<file path="src/rtl/spcpu_mem_arbiter_pkg.sv">
// Types shared by the spcpu memory-port arbiter and its grant picker.
package pkg_mem_arb;

  typedef enum logic [1:0] {IDLE = 2'd0, ACCESS = 2'd1, DONE = 2'd2} mem_arb_state;
  typedef enum logic [1:0] {DAT = 2'd0, IFT = 2'd1, DBG = 2'd2} mem_arb_req_id;

  localparam int mem_arb_num_req = 3;

  function automatic mem_arb_req_id other_cpu(input mem_arb_req_id id);
    return (id == DAT) ? IFT : DAT;
  endfunction

endpackage

</file>
<file path="src/rtl/spcpu_mem_arbiter_picker.sv">
// Combinational winner selection: DBG first unless it has hit its starvation cap,
// then round-robin between DAT and IFT.
module mem_arb_picker
  import pkg_mem_arb::*;
#(
  parameter int STARVE_MAX = 4
) (
  input  logic [mem_arb_num_req-1:0] req,
  input  mem_arb_req_id              rr_ptr,
  input  logic [3:0]                 dbg_streak,
  output logic                       gnt_valid,
  output mem_arb_req_id              gnt_id
);

  logic cpu_pend;
  logic starved;

  always_comb begin
    cpu_pend  = req[DAT] | req[IFT];
    starved   = cpu_pend && (dbg_streak == 4'(STARVE_MAX));
    gnt_valid = |req;
    gnt_id    = DAT;
    if (req[DBG] && !starved) begin
      gnt_id = DBG;
    end else if (req[rr_ptr]) begin
      gnt_id = rr_ptr;
    end else if (req[other_cpu(rr_ptr)]) begin
      gnt_id = other_cpu(rr_ptr);
    end
  end

endmodule

</file>
<file path="src/rtl/spcpu_mem_arbiter.sv">
// Shares one memory port among DAT, IFT and DBG; one access per grant, MEM_LAT+1
// cycles from request to done, back-to-back grants re-arbitrated in the DONE cycle.
module spcpu_mem_arbiter
  import pkg_mem_arb::*;
#(
  parameter int ADDR_W     = 16,
  parameter int DATA_W     = 16,
  parameter int MEM_LAT    = 1,
  parameter int STARVE_MAX = 4
) (
  input  logic                                   clk,
  input  logic                                   reset,
  input  logic [mem_arb_num_req-1:0]             req,
  input  logic [mem_arb_num_req-1:0][ADDR_W-1:0] addr,
  input  logic [mem_arb_num_req-1:0][DATA_W-1:0] wdata,
  input  logic [mem_arb_num_req-1:0]             we,
  input  logic [mem_arb_num_req-1:0]             acc_sz,
  output logic [mem_arb_num_req-1:0]             done,
  output logic [DATA_W-1:0]                      rdata,
  output logic [ADDR_W-1:0]                      mem_addr,
  output logic [DATA_W-1:0]                      mem_wdata,
  output logic                                   mem_we,
  output logic                                   mem_acc_sz,
  input  logic [DATA_W-1:0]                      mem_rdata,
  output logic                                   busy
);

  if (MEM_LAT < 1 || MEM_LAT > 7) begin : g_bad_mem_lat
    $error("spcpu_mem_arbiter: MEM_LAT must be in 1..7");
  end

  localparam logic [2:0] LAT_LAST = 3'(MEM_LAT - 1);

  mem_arb_state                 state;
  mem_arb_req_id                gnt_q;
  mem_arb_req_id                rr_ptr;
  logic [3:0]                   dbg_streak;
  logic [2:0]                   lat_cnt;
  logic [mem_arb_num_req-1:0]   mask;
  logic [mem_arb_num_req-1:0]   req_eff;
  logic                         gnt_valid;
  mem_arb_req_id                gnt_id;
  logic                         start;
  logic                         cpu_pend;

  // The just-served CPU requester still shows req in its done cycle, so it is
  // masked; DBG is left visible so a held DBG request streams until the cap.
  always_comb begin
    mask = '0;
    if (state == DONE && gnt_q != DBG) mask[gnt_q] = 1'b1;
    req_eff  = req & ~mask;
    cpu_pend = req_eff[DAT] | req_eff[IFT];
    start    = gnt_valid && (state == IDLE || state == DONE);
  end

  mem_arb_picker #(.STARVE_MAX(STARVE_MAX)) u_picker (
    .req        (req_eff),
    .rr_ptr     (rr_ptr),
    .dbg_streak (dbg_streak),
    .gnt_valid  (gnt_valid),
    .gnt_id     (gnt_id)
  );

  always_ff @(posedge clk) begin
    if (reset) begin
      state      <= IDLE;
      gnt_q      <= DAT;
      rr_ptr     <= DAT;
      dbg_streak <= '0;
      lat_cnt    <= '0;
      done       <= '0;
      rdata      <= '0;
      mem_addr   <= '0;
      mem_wdata  <= '0;
      mem_we     <= 1'b0;
      mem_acc_sz <= 1'b1;
      busy       <= 1'b0;
    end else begin
      done <= '0;
      if (start) begin
        state      <= ACCESS;
        gnt_q      <= gnt_id;
        mem_addr   <= addr[gnt_id];
        mem_wdata  <= wdata[gnt_id];
        mem_we     <= we[gnt_id];
        mem_acc_sz <= acc_sz[gnt_id];
        busy       <= 1'b1;
        lat_cnt    <= '0;
        if (gnt_id == DBG) begin
          dbg_streak <= cpu_pend ? ((dbg_streak == 4'hF) ? dbg_streak : dbg_streak + 4'd1) : 4'd0;
        end else begin
          rr_ptr     <= other_cpu(gnt_id);
          dbg_streak <= '0;
        end
      end else begin
        case (state)
          ACCESS: begin
            lat_cnt <= lat_cnt + 3'd1;
            if (lat_cnt == LAT_LAST) begin
              if (mem_we)          rdata <= '0;
              else if (mem_acc_sz) rdata <= mem_rdata;
              else                 rdata <= {{(DATA_W-8){1'b0}}, mem_rdata[7:0]};
              done   <= 3'b001 << gnt_q;
              mem_we <= 1'b0;
              busy   <= 1'b0;
              state  <= DONE;
            end
          end
          DONE:    state <= IDLE;
          default: state <= IDLE;
        endcase
      end
    end
  end

  a_req_held: assert property (@(posedge clk) disable iff (reset) (state == ACCESS) |-> req[gnt_q]);

endmodule

</file>
<file path="config.mk">
export PLATFORM = sky130hd
export DESIGN_NAME = spcpu_mem_arbiter
export DESIGN_NICKNAME = d
export VERILOG_FILES = /design/src/rtl/spcpu_mem_arbiter_pkg.sv /design/src/rtl/spcpu_mem_arbiter_picker.sv /design/src/rtl/spcpu_mem_arbiter.sv
export SDC_FILE = /design/constraint.sdc
export NUM_CORES = 1
export LEC_CHECK = 0
export BUFFER_PORTS_ARGS = -buffer_cell sky130_fd_sc_hd__buf_4
export CORE_MARGIN = 4
export CORE_UTILIZATION = 48
export CTS_CLUSTER_DIAMETER = 40
export DETAILED_ROUTE_END_ITERATION = 7
export PLACE_DENSITY = 0.93
export SETUP_SLACK_MARGIN = 0.3
export SYNTH_ARGS = -nofsm -noshare
export SYNTH_HDL_FRONTEND = slang
export SYNTH_HIERARCHICAL = 1
export SYNTH_SLANG_ARGS = --single-unit
export TNS_END_PERCENT = 50
</file>
<file path="constraint.sdc">
create_clock -name clk -period 4.2 [get_ports clk]
set_input_delay 0.63 -clock clk [delete_from_list [all_inputs] [get_ports clk]]
set_output_delay 0.63 -clock clk [all_outputs]
set_load 0.01 [all_outputs]
</file>
==> summary.md <==
| Metric | Value |
|---|---|
| Skew final | between 0.01 and 0.015 ns |
| Drt initial violations | 156 |
| Pwr Density | 356 nW/um^2 |
| Bufs on Longest Clock Path | 2 |
| Total power | between 1.5 and 2 mW |
| CTS tree | yes |
| Commonest non-fill, non-tap cells in the layout | 181 x buf_4, 66 x dfxtp_1, 52 x nor2_1 |
| Antenna violations before repair | 0 |
| Final hold slack | approximately 0.48 ns |
| CP max-delay cell | dfxtp_1 |
| LEAKAGE | 2.13 nW |
| Avg Vias per Cell | around 5.6 |
| Tightest Hold Check Type | flop to flop |
| Post CTS Setup Buffer Count | 0 |
| Synth top area cells | dfxtp_1 41%, mux2i_1 11%, nor2_1 6.0%, nor3_1 5.7%, a221oi_1 4.3% |
| Number of flops mapped to enable cells by yosys | 0 |
| Yosys top cell area share | 0.409 |
| Peak Freq | 351 MHz |
| IO Pins | roughly 180 |
| Commonest non-fill, non-tap cell in the layout | buf_4 |
| Vias in the first global route | approximately 3300 |
| Initial core utilization | 0.500 |
| NumNets Final | 633 |
| Synth unique cells | 50 |
| YS warnings | 6 |
| GRT Total Usage | 0.238 |
| Drt first pass iters | 4 |
| Vias | 3289 |
| Setup violation total in the final timing report | 0 |
| Dpl cell area | 4510 sq um |
| Antenna Cells | 0 |
| P&R area growth vs syn | 46.5% |
| Wirelength per Cell | ~17 um |
| Clock root buffer | clkbuf_8 |
| Global placement routability congestion | 0.860 |
| Setup CP Type | flop to flop |
| Slew Limit Fails | 0 |
| Die Area | 8100 sq um |
| Post-route setup slack | 1.35 ns |
| Pin count of the biggest net entering global routing | 67 |
| Worst setup EP type | flop |
| Mapped Avg Cell Area | ~9.4 sq um |
| Routed Antenna Nets | 0 |
| TNS Setup | 0 ns |
| Fraction of layout cells with a size suffix above 1 | 0.434 |
| DP HPWL | 7.58 mm |
| Gate Count Post-Synth | around 340 |
| Worst-skew pair later-pin latency | 0.33 ns |
| Row Count | 29 |
| CTS resizes | 0 |
| Tmin final | around 2.8 ns |
| Critical path arrival | between 3 and 4 ns |
| Ys async rst share | 0 |
| Core ar. | 6460 sq um |
| Final Cycle Share | 0.678 |
| GR Layer Usage met2 | 0.412 |
| CP Cell Sequence | nor3b_1 -> a21boi_0 -> nor2b_1 -> a2111oi_4 -> buf_4 -> nor2b_2 -> and2_4 -> a221oi_1 -> nor2_1 |
| Max cap viols | 0 |
| Clock sinks | 66 |
| Synth Flop Type | dfxtp_1 |
| Mapped cell area | 3230 sq um |
| Setup crit start kind | flop |
| DR DRC count | 0 |
| Outcome | complete, no violations |
| Clk slew on worst S/H paths | around 0.08 ns |
| # hold bufs at CTS | 0 |
| RSZ-0062 raised after global routing | no |
| H-tree level count | 3 |
| Final Hold Fails | 0 |
| Fin util | 0.732 |
| CP max FO | 23 |
| Seq cells post-synth | 66 |
| Fin cells | 589 |
| Critical path required time | ~4.4 ns |
| Worst vdd ir | 186 uV |
| Grt peak-use layer | met2 |
| Fin area | about 4700 sq um |
| Final WL | 9.98 mm |
| Num CTS Buffers | 9 |
| Worst Tran Pin Value | a little over 1 ns |
| Final global-route overflow total | 0 |
| Met3 GRT Util | 0.0968 |
| Global-route wire length before repair | around 16 mm |
| Sequential share of the synthesized area | 0.409 |
| # port buffers | 176 |
| Pre-CTS setup slack | 1.42 ns |
| Placed insts | roughly 570 |
| CP max stage delay | 0.43 ns |
| Die Width | approximately 90 um |
| Rel. slew slack | 0.320 |
| Met1 usage | 0.259 |
| Die height | between 90 and 100 um |
| Cell taking the most area after synthesis | dfxtp_1 |
## metal layers
metal	wire length, um	up-vias
met2	4980	170
met4	250	0
met5	0	-
met1	3860	1509
li1	-	1590
met3	897	20
## layout make-up
class	count	area (sq um)
clock buffers	11	141
clock inverters	5	77.6
fillers	460	1730
inverters	7	26.3
multi-input cells	242	1710
flip-flops and latches	66	1320
well taps	77	96.3
repair buffers	181	1360
## logic make-up (layout without fill, tap and decap cells)
group	after synthesis	after routing	synth area share
multiplexers	35	35	0.108
AND/OR/NAND/NOR	128	128	0.205
flip-flops	66	66	0.409
AO/OA/AOI/OAI	74	74	0.197
other	1	2	0.00116
buffers and inverters	37	204	0.0674
adder cells (fa/ha/maj)	3	3	0.0116
## registers in the layout, indices dropped and copies added, names as in the netlist, 2 cells and up
register / cells
dbg_streak: 4
done: 3
gnt_q: 2
lat_cnt: 3
mem_addr: 16
mem_wdata: 16
rdata: 16
state: 2
## worst paths after layout
path              slack (ns)  cells past startpoint     start            to
setup / recovery        1.35                      9  state[0]  mem_wdata[3]
hold / removal          0.48                      1  rdata[5]      rdata[5]
setup reg to reg        1.35                      9  state[0]  mem_wdata[3]
hold reg to reg         0.48                      1  rdata[5]      rdata[5]
## synth_stat cells (3+ instances only)
| cell type | count |
|---|---|
| dfxtp_1 | 66 |
| nor2_1 | 52 |
| nor3_1 | 37 |
| mux2i_1 | 35 |
| a221oi_1 | 16 |
| a211oi_1 | 11 |
| a22o_2 | 9 |
| clkbuf_1 | 9 |
| nand2_1 | 9 |
| buf_2 | 8 |
| a21oi_1 | 7 |
| a22o_1 | 7 |
| buf_6 | 7 |
| inv_1 | 7 |
| a221oi_2 | 6 |
| buf_4 | 4 |
| nor2b_1 | 4 |
| o21ai_0 | 4 |
| and3_1 | 3 |
| ha_1 | 3 |
| nand3_1 | 3 |
## critical path: cells and delay by family (launching register included)
kind | cells | cell delay, ns
and+or+nand+nor | 5 | 1.00
AOI/OAI and AO/OA | 3 | 0.86
DFF | 1 | 0.43
buffers and inverters | 1 | 0.41
## power by group
group | total, mW | internal (mW) | switching, mW
Clock | 0.584 | 0.349 | 0.235
Combinational | 0.389 | 0.208 | 0.181
Sequential | 0.711 | 0.676 | 0.0349
Total | 1.68 | 1.23 | 0.451
No activity file was read; power rests on OpenSTA's default activity.
